[src/rtl/rv_instr_encoder.sv]
// rv_instr_encoder
// Packs RISC-V field bundles into 32-bit RV32I instruction words, queues
// them in a 2-entry FIFO and tags each word with a sequential byte address.
// Illegal formats still go through the queue as a NOP and raise a sticky error.

module rv_instr_encoder #(
    parameter int                 ADDR_W    = 32,
    parameter logic [ADDR_W-1:0]  BASE_ADDR = '0
) (
    input  logic              clk,
    input  logic              rst,
    input  logic              in_valid,
    output logic              in_ready,
    input  logic [2:0]        fmt,
    input  logic [6:0]        opcode,
    input  logic [2:0]        funct3,
    input  logic [6:0]        funct7,
    input  logic [4:0]        rd,
    input  logic [4:0]        rs1,
    input  logic [4:0]        rs2,
    input  logic [31:0]       imm,
    output logic              out_valid,
    input  logic              out_ready,
    output logic [31:0]       instr,
    output logic [ADDR_W-1:0] addr,
    output logic              err
);

    localparam logic [2:0]  FMT_R = 3'd0;
    localparam logic [2:0]  FMT_I = 3'd1;
    localparam logic [2:0]  FMT_S = 3'd2;
    localparam logic [2:0]  FMT_B = 3'd3;
    localparam logic [2:0]  FMT_U = 3'd4;
    localparam logic [2:0]  FMT_J = 3'd5;
    localparam logic [31:0] NOP   = 32'h0000_0013;

    logic [31:0]       enc_word;
    logic              enc_illegal;

    logic [31:0]       q_instr [2];
    logic [ADDR_W-1:0] q_addr  [2];
    logic              head;
    logic              tail;
    logic [1:0]        level;
    logic [ADDR_W-1:0] addr_cnt;
    logic              err_q;

    logic              push;
    logic              pop;

    // Handshakes are derived from registered fill level only, so out_ready
    // never reaches in_ready combinationally.
    assign in_ready  = (level != 2'd2);
    assign out_valid = (level != 2'd0);
    assign push      = in_valid && in_ready;
    assign pop       = out_valid && out_ready;

    assign instr = q_instr[head];
    assign addr  = q_addr[head];
    assign err   = err_q;

    // Bit packing of the field bundle for the selected format.
    always_comb begin
        enc_word    = NOP;
        enc_illegal = 1'b0;
        case (fmt)
            FMT_R: enc_word = {funct7, rs2, rs1, funct3, rd, opcode};
            FMT_I: enc_word = {imm[11:0], rs1, funct3, rd, opcode};
            FMT_S: enc_word = {imm[11:5], rs2, rs1, funct3, imm[4:0], opcode};
            FMT_B: enc_word = {imm[12], imm[10:5], rs2, rs1, funct3,
                               imm[4:1], imm[11], opcode};
            FMT_U: enc_word = {imm[31:12], rd, opcode};
            FMT_J: enc_word = {imm[20], imm[10:1], imm[11], imm[19:12],
                               rd, opcode};
            default: begin
                enc_word    = NOP;
                enc_illegal = 1'b1;
            end
        endcase
    end

    // Queue storage: the tail slot captures the encoded word and its address tag.
    always_ff @(posedge clk) begin
        if (rst) begin
            q_instr[0] <= '0;
            q_instr[1] <= '0;
            q_addr[0]  <= BASE_ADDR;
            q_addr[1]  <= BASE_ADDR;
        end else if (push) begin
            q_instr[tail] <= enc_word;
            q_addr[tail]  <= addr_cnt;
        end
    end

    // Queue pointers and fill level; a simultaneous push and pop keeps the level.
    always_ff @(posedge clk) begin
        if (rst) begin
            head  <= 1'b0;
            tail  <= 1'b0;
            level <= 2'd0;
        end else begin
            if (push) begin
                tail <= ~tail;
            end
            if (pop) begin
                head <= ~head;
            end
            case ({push, pop})
                2'b10:   level <= level + 2'd1;
                2'b01:   level <= level - 2'd1;
                default: level <= level;
            endcase
        end
    end

    // Address counter advances one word per accepted bundle, wrapping silently.
    always_ff @(posedge clk) begin
        if (rst) begin
            addr_cnt <= BASE_ADDR;
        end else if (push) begin
            addr_cnt <= addr_cnt + ADDR_W'(4);
        end
    end

    // Sticky error: set when an illegal format is accepted, cleared only by reset.
    always_ff @(posedge clk) begin
        if (rst) begin
            err_q <= 1'b0;
        end else if (push && enc_illegal) begin
            err_q <= 1'b1;
        end
    end

endmodule
[config.mk]
export PLATFORM = sky130hd
export DESIGN_NAME = rv_instr_encoder
export DESIGN_NICKNAME = d
export VERILOG_FILES = /design/src/rtl/rv_instr_encoder.sv
export SDC_FILE = /design/constraint.sdc
export NUM_CORES = 1
export LEC_CHECK = 0
export CORE_MARGIN = 2
export CORE_UTILIZATION = 40
export DETAILED_ROUTE_END_ITERATION = 8
export PLACE_DENSITY = 0.67
export SLEW_MARGIN = 30
export SYNTH_ARGS = -nofsm -noshare
export SYNTH_HDL_FRONTEND = slang
export SYNTH_SLANG_ARGS = --single-unit
[constraint.sdc]
create_clock -name clk -period 5.5 [get_ports clk]
set_clock_uncertainty 0.1 [all_clocks]
set_input_delay 0.825 -clock clk [delete_from_list [all_inputs] [get_ports clk]]
set_output_delay 0.825 -clock clk [all_outputs]
set_load 0.01 [all_outputs]
==> metrics.cfg <==
[outcome]
outcome=finished, final reports clean

[pwr]
ir_worst_vdd_mv=0.271
leakage_nw=3.56
p_per_area_mw_per_mm2=383
pwr-share-seq_pct=41.9
total_power_mw=3.71
clock_power_share_pct=32.3
p_sw_share_pct=26.0
p_int_mw=2.75
p_switching_mw=0.964
combPwrFrac_pct=25.7

[placed_design]
portBuffers=135
hpwl_microns=11600
gp_congestion=0.793

[logic_synthesis]
postSynthCellCount=627
yosysSeqAreaShare_pct=58.8
ys_types=52
synth_area_sq_mm=0.00756
synth_warnings=0
postSynthAreaPerCell_sq_um=12.1
synth-main-ff-cell=edfxtp_1
async_reset_ff_share_pct=0
ys_ff_latch=160
synth_edf_count=124

[timing]
worstMarginPinSlew_ps=856
rsz0062_at_grt=no
fmax_ghz=0.288
fin_crit_sh_pct=63.0
setup_viol_count_final=0
finalSetupTns_ps=0
fin_crit_ps=3470
hold_violations=0
finalMaxSlewViolations=0
slew_headroom_pct=42.7

[clocking]
post_cts_buffers=0
cts_buffers=17
clock_latency_ps=420
htree_levels=4
cts_sinks=160
cts_hold_buf=0
cts_buffer_depth=2
path_clk_slew_ps=60
cts_tree=yes
root_buffer=clkbuf_16
cts_resized=0

[die]
die_w_microns=142
coreArea_sq_mm=0.0186
initial_utilization_pct=40.6
io-pin-count=138
die_area_sq_mm=0.0200
die_y_microns=142
rows=50

[cells_and_area]
diodes=0
final_cell_mix=134 x clkdlybuf4s50_1, 124 x edfxtp_1, 96 x nor2_1
layout_commonest_cell=clkdlybuf4s50_1
nFillCells=1558
layout-drive-gt1-share_pct=18.1
nNetsFinal=824
synthToLayoutAreaGrowth_pct=28.2

[setup_path]
worstSetupEndpointType=flop
cp.arrival_ps=3640
critPathKind=in2reg
crit_fanout=18
start_kind=primary input
critPathRequiredTime_ps=5670

[routing]
drtAntennaViolNets=0
viasPerCell=5.19
drt_first_pass_iters=7
drc_errors=0
routed_wl_microns=17200
drt_iter0_markers=338
wl_per_cell_microns=17.2
vias=5180

[global_route]
grtUsageTotal_pct=17.3
use_met2_pct=30.1
antenna_found_initial=0
grt_pass1_vias=5250
grt_start_max_net_pins=56
overflow=0
grtUsageMet1_pct=21.9
grt-busiest-layer=met2
grt_first_pass_wirelength_microns=26800
gr-usage-met3_pct=3.64

[hold_path]
hold_class=reg2reg

[job]
drv_cap=0

==> cells in the mapped netlist (all sizes together) (2+ instances only) <==
cell | n | area (sq um)
edfxtp | 124 | 3720
nor2 | 96 | 360
mux2 | 78 | 878
and2 | 59 | 373
dfxtp | 36 | 721
clkbuf | 28 | 135
nor2b | 23 | 144
nand2 | 22 | 85.1
a21oi | 21 | 105
a22oi | 18 | 135
buf | 14 | 95.1
nand3 | 14 | 85.1
nor4 | 12 | 75.1
xor2 | 10 | 87.6
o21ai | 9 | 45.0
mux2i | 8 | 80.1
nand4 | 6 | 52.6
and4 | 5 | 47.6
o31ai | 5 | 37.5
or4 | 5 | 37.5
a22o | 4 | 35.0
and3 | 4 | 26.3
or3 | 4 | 26.3
inv | 3 | 11.3
nor3 | 3 | 20.0
ha | 2 | 25.0
nand2b | 2 | 20.0
xnor2 | 2 | 17.5
==> kinds of logic after synthesis <==
group | share of synthesized area, %
compound gates | 5.31
fa+ha+maj | 0.331
mux | 12.7
other cells | 0.0496
xor+xnor | 1.39
simple gates | 18.2
buf+inv | 3.24
flops | 58.8
==> sequential cells by signal, summed over array words and instances, names as in the netlist, named ones only <==
name / count
tail: 1
addr_cnt: 30
head: 1
err: 1
level: 2
q_instr: 64
q_addr: 60
==> final cells by class <==
class | count | area [sq um] | area share [%]
clock buffers | 19 | 433 | 4.46
clock inverters | 13 | 169 | 1.74
inverters | 4 | 15.0 | 0.155
multi-input cells | 422 | 2890 | 29.8
flip-flops and latches | 160 | 4450 | 45.9
well taps | 234 | 293 | 3.02
repair buffers | 146 | 1450 | 14.9
==> layer usage <==
metal	vias to the layer above	share of wire, %
li1	2506	-
met1	2482	43
met2	172	50
met3	20	6.0
met4	0	1.2
met5	-	0
==> critical path: stages <==
cell and delay, ps:
clkdlybuf4s50_1 860, clkinv_1 650, nor2_1 850, a22oi_1 280
nor2_1 160
==> path summary, 6_finish.rpt <==
| check | from | to | slack (ps) | cells past startpoint |
|---|---|---|---|---|
| setup reg to reg | level[0]$_SDFFE_PP0P_ | q_addr[1][20]$_SDFFCE_PN0P_ | 2760 | 5 |
| hold reg to reg | head$_SDFFE_PP0P_ | flop | 420 | 2 |
| setup / recovery | fmt[1] | q_instr[1][9]$_SDFFCE_PN0P_ | 2030 | 5 |
| hold / removal | head$_SDFFE_PP0P_ | flop | 420 | 2 |
==> power by group through the flow <==
stage / sequential, mW / clock (mW) / combinational, mW
2_1_floorplan: 1.52 / 0 / 0.526
3_3_place_gp: 1.57 / 0 / 0.947
3_5_place_dp: 1.58 / 0 / 0.951
4_1_cts: 1.56 / 1.21 / 0.961
5_1_grt: 1.58 / 1.26 / 1.02
6_report: 1.56 / 1.20 / 0.955
==> through the flow <==
step | std cells | hold WS [ps] | cell area [sq um] | worst slack (ps) | util, %
global route | 998 | 435 | 9700 | 1890 | 52.0
global placement | 965 | 393 | 9070 | 1710 | 48.6
finish | 998 | 417 | 9700 | 2030 | 52.0
CTS | 997 | 415 | 9670 | 2070 | 51.9
detailed placement | 965 | 401 | 9070 | 1630 | 48.6
floorplan | 628 | 361 | 7570 | 1060 | -
(Power assumes the default switching activity.)
